--- src/rtl/emmc_ddr_data_tx.sv ---
// eMMC DDR write-data transmitter: start bit, N data words, per-line/per-edge CRC16, end bit.
// All outputs are registered except in_ready, which is decoded from the current state.
module emmc_ddr_data_tx (
  input  logic        clock,
  input  logic        reset,
  input  logic        start,
  input  logic [7:0]  blk_words,
  input  logic [15:0] in_data,
  input  logic        in_valid,
  output logic        in_ready,
  output logic [7:0]  d1_wire,
  output logic [7:0]  d2_wire,
  output logic        oe,
  output logic        busy,
  output logic        done,
  output logic        underrun
);

  typedef enum logic [2:0] {StIdle, StStart, StData, StCrc, StEnd} state_e;

  state_e      state_q, state_d;
  logic [8:0]  n_q, n_d;
  logic [8:0]  acc_q, acc_d;
  logic [3:0]  j_q, j_d;
  logic [15:0] rcrc_q [8];
  logic [15:0] rcrc_d [8];
  logic [15:0] fcrc_q [8];
  logic [15:0] fcrc_d [8];
  logic [7:0]  d1_q, d1_d, d2_q, d2_d;
  logic        oe_q, oe_d, busy_q, busy_d, done_q, done_d, underrun_q, underrun_d;

  function automatic logic [15:0] crc16_step(input logic [15:0] c, input logic b);
    return {c[14:0], 1'b0} ^ ((c[15] ^ b) ? 16'h1021 : 16'h0000);
  endfunction

  // Words are accepted from the START cycle until all N have been taken.
  assign in_ready = (state_q == StStart) || ((state_q == StData) && (acc_q != n_q));

  always_comb begin
    state_d    = state_q;
    n_d        = n_q;
    acc_d      = acc_q;
    j_d        = j_q;
    rcrc_d     = rcrc_q;
    fcrc_d     = fcrc_q;
    d1_d       = 8'hFF;
    d2_d       = 8'hFF;
    done_d     = 1'b0;
    underrun_d = 1'b0;
    unique case (state_q)
      StIdle: begin
        if (start) begin
          state_d = StStart;
          n_d     = (blk_words == 8'd0) ? 9'd256 : {1'b0, blk_words};
          acc_d   = 9'd0;
          for (int i = 0; i < 8; i++) begin
            rcrc_d[i] = 16'h0000;
            fcrc_d[i] = 16'h0000;
          end
          d1_d = 8'h00;
          d2_d = 8'h00;
        end
      end
      StStart, StData: begin
        if (in_ready) begin
          if (!in_valid) begin
            state_d    = StIdle;
            underrun_d = 1'b1;
          end else begin
            state_d = StData;
            acc_d   = acc_q + 9'd1;
            d1_d    = in_data[7:0];
            d2_d    = in_data[15:8];
            for (int i = 0; i < 8; i++) begin
              rcrc_d[i] = crc16_step(rcrc_q[i], in_data[i]);
              fcrc_d[i] = crc16_step(fcrc_q[i], in_data[i+8]);
            end
          end
        end else begin
          state_d = StCrc;
          j_d     = 4'd0;
          for (int i = 0; i < 8; i++) begin
            d1_d[i] = rcrc_q[i][15];
            d2_d[i] = fcrc_q[i][15];
          end
        end
      end
      StCrc: begin
        // Registers shift left each CRC cycle so the next bit is always at [14].
        for (int i = 0; i < 8; i++) begin
          rcrc_d[i] = {rcrc_q[i][14:0], 1'b0};
          fcrc_d[i] = {fcrc_q[i][14:0], 1'b0};
        end
        if (j_q == 4'd15) begin
          state_d = StEnd;
        end else begin
          j_d = j_q + 4'd1;
          for (int i = 0; i < 8; i++) begin
            d1_d[i] = rcrc_q[i][14];
            d2_d[i] = fcrc_q[i][14];
          end
        end
      end
      StEnd: begin
        state_d = StIdle;
        done_d  = 1'b1;
      end
      default: state_d = StIdle;
    endcase
    oe_d   = (state_d != StIdle);
    busy_d = (state_d != StIdle);
  end

  always_ff @(posedge clock) begin
    if (reset) begin
      state_q    <= StIdle;
      n_q        <= 9'd0;
      acc_q      <= 9'd0;
      j_q        <= 4'd0;
      d1_q       <= 8'hFF;
      d2_q       <= 8'hFF;
      oe_q       <= 1'b0;
      busy_q     <= 1'b0;
      done_q     <= 1'b0;
      underrun_q <= 1'b0;
      for (int i = 0; i < 8; i++) begin
        rcrc_q[i] <= 16'h0000;
        fcrc_q[i] <= 16'h0000;
      end
    end else begin
      state_q    <= state_d;
      n_q        <= n_d;
      acc_q      <= acc_d;
      j_q        <= j_d;
      d1_q       <= d1_d;
      d2_q       <= d2_d;
      oe_q       <= oe_d;
      busy_q     <= busy_d;
      done_q     <= done_d;
      underrun_q <= underrun_d;
      for (int i = 0; i < 8; i++) begin
        rcrc_q[i] <= rcrc_d[i];
        fcrc_q[i] <= fcrc_d[i];
      end
    end
  end

  assign d1_wire  = d1_q;
  assign d2_wire  = d2_q;
  assign oe       = oe_q;
  assign busy     = busy_q;
  assign done     = done_q;
  assign underrun = underrun_q;

endmodule

--- config.mk ---
export PLATFORM = sky130hd
export DESIGN_NAME = emmc_ddr_data_tx
export DESIGN_NICKNAME = d
export VERILOG_FILES = /design/src/rtl/emmc_ddr_data_tx.sv
export SDC_FILE = /design/constraint.sdc
export NUM_CORES = 1
export LEC_CHECK = 0
export CORE_MARGIN = 3
export CORE_UTILIZATION = 30
export DETAILED_ROUTE_END_ITERATION = 8
export GPL_ROUTABILITY_DRIVEN = 0
export GPL_TIMING_DRIVEN = 0
export PLACE_DENSITY = 0.45
export SLEW_MARGIN = 20
export SYNTH_ARGS = -nofsm -noshare
export SYNTH_HDL_FRONTEND = slang
export SYNTH_SLANG_ARGS = --single-unit
--- constraint.sdc ---
create_clock -name clock -period 3.3 [get_ports clock]
set_input_delay 0.33 -clock clock [delete_from_list [all_inputs] [get_ports clock]]
set_output_delay 0.33 -clock clock [all_outputs]
set_load 0.1 [all_outputs]
==> run_results.csv <==
group,metric,value,unit
routing,routed_wirelength,31.2,mm
setup_path,worst_r2r_endpoint,"rcrc_q[125]",
min_path,hold_depth,3,
timing,tightestPinTransition,979,ps
logic_synthesis,synth-seq-area-share,52.4,%
floorplanning,placementRows,70,
routing,via_per_inst,4.95,
placed_design,preCtsSetupSlack,-351,ps
clocking,cts_tree,"built",
global_route,first_global_vias,8653,
logic_synthesis,synth_enable_flop_cells,0,
power,total_power,9.80,mW
setup_path,worst-r2r-cell-count,8,
placed_design,numPortBuffers,48,
logic_synthesis,synthDominantAreaCellType,"dfxtp_1",
timing,timing.final.crit_share,95.3,%
timing,timing.clock.skew,11.8,ps
clocking,path_clk_slew,60,ps
power,relative_contribution_of_combinational_cells_to_total_power,20.7,%
setup_path,timing_worst_setup_path_type,"reg2out",
setup_path,critPathCaptureType,"primary output",
timing,slew_headroom,34.6,%
global_route,grt_start_max_net_pins,18,
logic_synthesis,synth_area,11500,um^2
logic_synthesis,synth.distinct_cells,51,
clocking,cts.sinks,300,
routing,antenna_left,0,
logic_synthesis,ys_top_cells_by_area,"dfxtp_1 52%, a22oi_1 14%, nor2_1 7.5%, xor2_1 3.4%, buf_6 2.5%",
logic_synthesis,syn_nets,1243,
clocking,hold_buffers,0,
min_path,hold_class,"in2reg",
clocking,cts_max_path_buffers,3,
logic_synthesis,synth_area_per_cell,9.44,um^2
routing,dr_wl_met2,13.9,mm
timing,final_setup_violating_endpoints,0,
finish,n_fill_cell,3854,
setup_path,worstSetupStartpointType,"flop",
setup_path,crit_path_max_fanout,10,
setup_path,worst-endpoint-required,2970,ps
placed_design,placed_area,12600,um^2
clocking,clockRootBuffer,"clkbuf_16",
floorplanning,placeableCoreArea,37100,um^2
logic_synthesis,number_of_instances_in_the_synthesized_netlist,1213,
timing,maxClockFrequency,318,MHz
floorplanning,fp.dieH,201,um
routing,drc,0,
clocking,tritoncts.num_buffers,36,
min_path,hold_path.startpoint,"blk_words[4]",
logic_synthesis,synthFlopType,"dfxtp_1",
timing,final_critical_period,3150,ps
finish,final_cell_area,13800,um^2
routing,met3_wirelength,1.07,mm
setup_path,cp.arrival,2820,ps
logic_synthesis,synth_commonest_cells,"300 x dfxtp_1, 230 x nor2_1, 207 x a22oi_1",
timing,hold_violation_total_from_the_final_report,0,
setup_path,worst_r2r_startpoint,"state_q[2]",
logic_synthesis,ys_async_sr_fraction,0,%
global_route,grt_first_pass_wirelength,49.3,mm
timing,final_critical_path_setup_slack,154,ps
routing,route.top_layer_used,"met4",
routing,detailroute.via_count,9049,
floorplanning,fp.dieW,201,um
routing,first_pass_iters,5,
timing,rsz0062_at_grt,"no",
min_path,endpoint_of_the_worst_hold_timing_path,"n_q[4]",
logic_synthesis,synthMostInstantiatedCell,"dfxtp_1",
power,internal-power,6.77,mW
timing,report.final.slew_viol_count,0,
global_route,grt.total_usage,15.1,%
finish,finalNetCount,1329,
logic_synthesis,yosysTopAreaCellShare,52.4,%
routing,drt-initial-drc-count,697,
power,seq_power_share,38.9,%
clocking,worst_skew_pair.late_latency,520,ps
global_route,total_congestion_overflow,0,
power,total_leakage_power,4.92,nW
power,power.net_switching,3.03,mW
clocking,cts.htree.levels,2,
status,run_status,"finished, final reports clean",
finish,post_route_cells_drive_above_1_share,8.91,%
routing,wl_met1,15.6,mm
power,vdd_ir_drop_max,0.000290,V
setup_path,reg2reg_setup_slack,330,ps
finish,area_growth_synth_to_finish,20.1,%
timing,fin_worst_hold_slack,408,ps
floorplanning,pin_count,49,
power,switching_part_of_the_total_power,30.9,%
power,proportion_of_power_drawn_by_the_clock_network,40.4,%
floorplanning,dieArea,40600,um^2
global_route,grt_antenna_before_repair,0,
power,pwr_density_cell,712,nW/um^2
timing,setup_tns,0,ps
floorplanning,initial_core_util,30.8,%
job,maxCapViolations,0,
placed_design,total_half_perimeter_wirelength_after_legalization_and_detailed_placement,21.2,mm
routing,routedWlPerCell,17.1,um
logic_synthesis,postSynthRegisterBits,300,
logic_synthesis,synth_warnings,0,
[sequential cells by signal (all words and copies together), names as in the netlist]
name	count
underrun	1
j_q	4
busy	1
done	1
fcrc_q	128
d1_wire	8
n_q	9
state_q	3
rcrc_q	128
d2_wire	8
acc_q	9
[cell type report]
cell class	count	area, um^2	share of cell area (%)
diodes	1	2.50	0.0182
plain buffers	107	632	4.59
clock buffers	54	1060	7.70
clock inverters	9	123	0.891
inverters	3	15.0	0.109
multi-input cells	802	4810	35.0
flip-flops and latches	300	6010	43.6
well taps	504	631	4.58
repair buffers	49	483	3.51
[worst max-delay path by stage]
stage / start / slack [ps] / end
after floorplan: state_q[0] / 420 / in_ready
final: state_q[0] / 150 / in_ready
after detailed placement: acc_q[4] / -350 / in_ready
after CTS: state_q[0] / 30 / in_ready
after global routing: state_q[0] / 20 / in_ready
after global placement: acc_q[4] / -350 / in_ready
[timing repair]
action,in CTS,in global routing
resized for setup,6,2
pin swaps,0,0
buffers inserted,1,0
endpoints found under the setup margin,1,1
[critical path, cell delays in order, from the launching register on]
cell and delay, ps:
dfxtp_1 300, buf_4 170, xnor2_2 190, or2_2 290, clkbuf_1 260, clkbuf_2 310, nor2_1 280, buf_2 490
[layout by cell type (no fill, tap or decap), drive strengths merged, types with 11 or more instances in the layout]
cell	n
dfxtp	300
nor2	231
a22oi	208
clkbuf	111
nand2	65
buf	52
clkdlybuf4s50	47
xor2	45
a21oi	41
o21ai	39
nand3b	30
o31ai	27
nand2b	15
a21boi	14
xnor2	14
o2bb2ai	11
[power groups by stage]
| stage | Combinational (mW) | Sequential, mW | Clock (mW) |
|---|---|---|---|
| after floorplan | 1.14 | 4.16 | 0 |
| after global placement | 2.03 | 3.90 | 0 |
| after detailed placement | 2.03 | 3.89 | 0 |
| after CTS | 2.04 | 3.82 | 4.08 |
| after global routing | 2.19 | 3.83 | 4.22 |
| final | 2.02 | 3.81 | 3.96 |
[logic make-up (layout without fill, tap and decap cells)]
family                     after synthesis  count (layout)  share of synthesized area, %
buffers and inverters                  111             222                          5.64
xor gates and xnor gates                59              59                          4.51
AOI/OAI and AO/OA                      356             356                          22.0
muxes                                    3               3                         0.262
other                                    0               1                             0
adders and majority gates                2               2                         0.218
and+or+nand+nor                        382             382                          15.0
DFF                                    300             300                          52.4
[stage by stage]
stage	std cells	util, %
after global placement	1765	33.8
final	1829	37.1
after CTS	1828	37.1
after detailed placement	1765	33.8
after global routing	1828	37.1
after floorplan	1213	-
[routing by layer]
metal  up-vias  global-route usage, %
met4         0                   4.46
met5         -                      0
met2       142                   23.5
met1      4344                   21.6
met3        61                   2.46
li1       4502                      -
No activity file was read; power rests on OpenSTA's default activity.
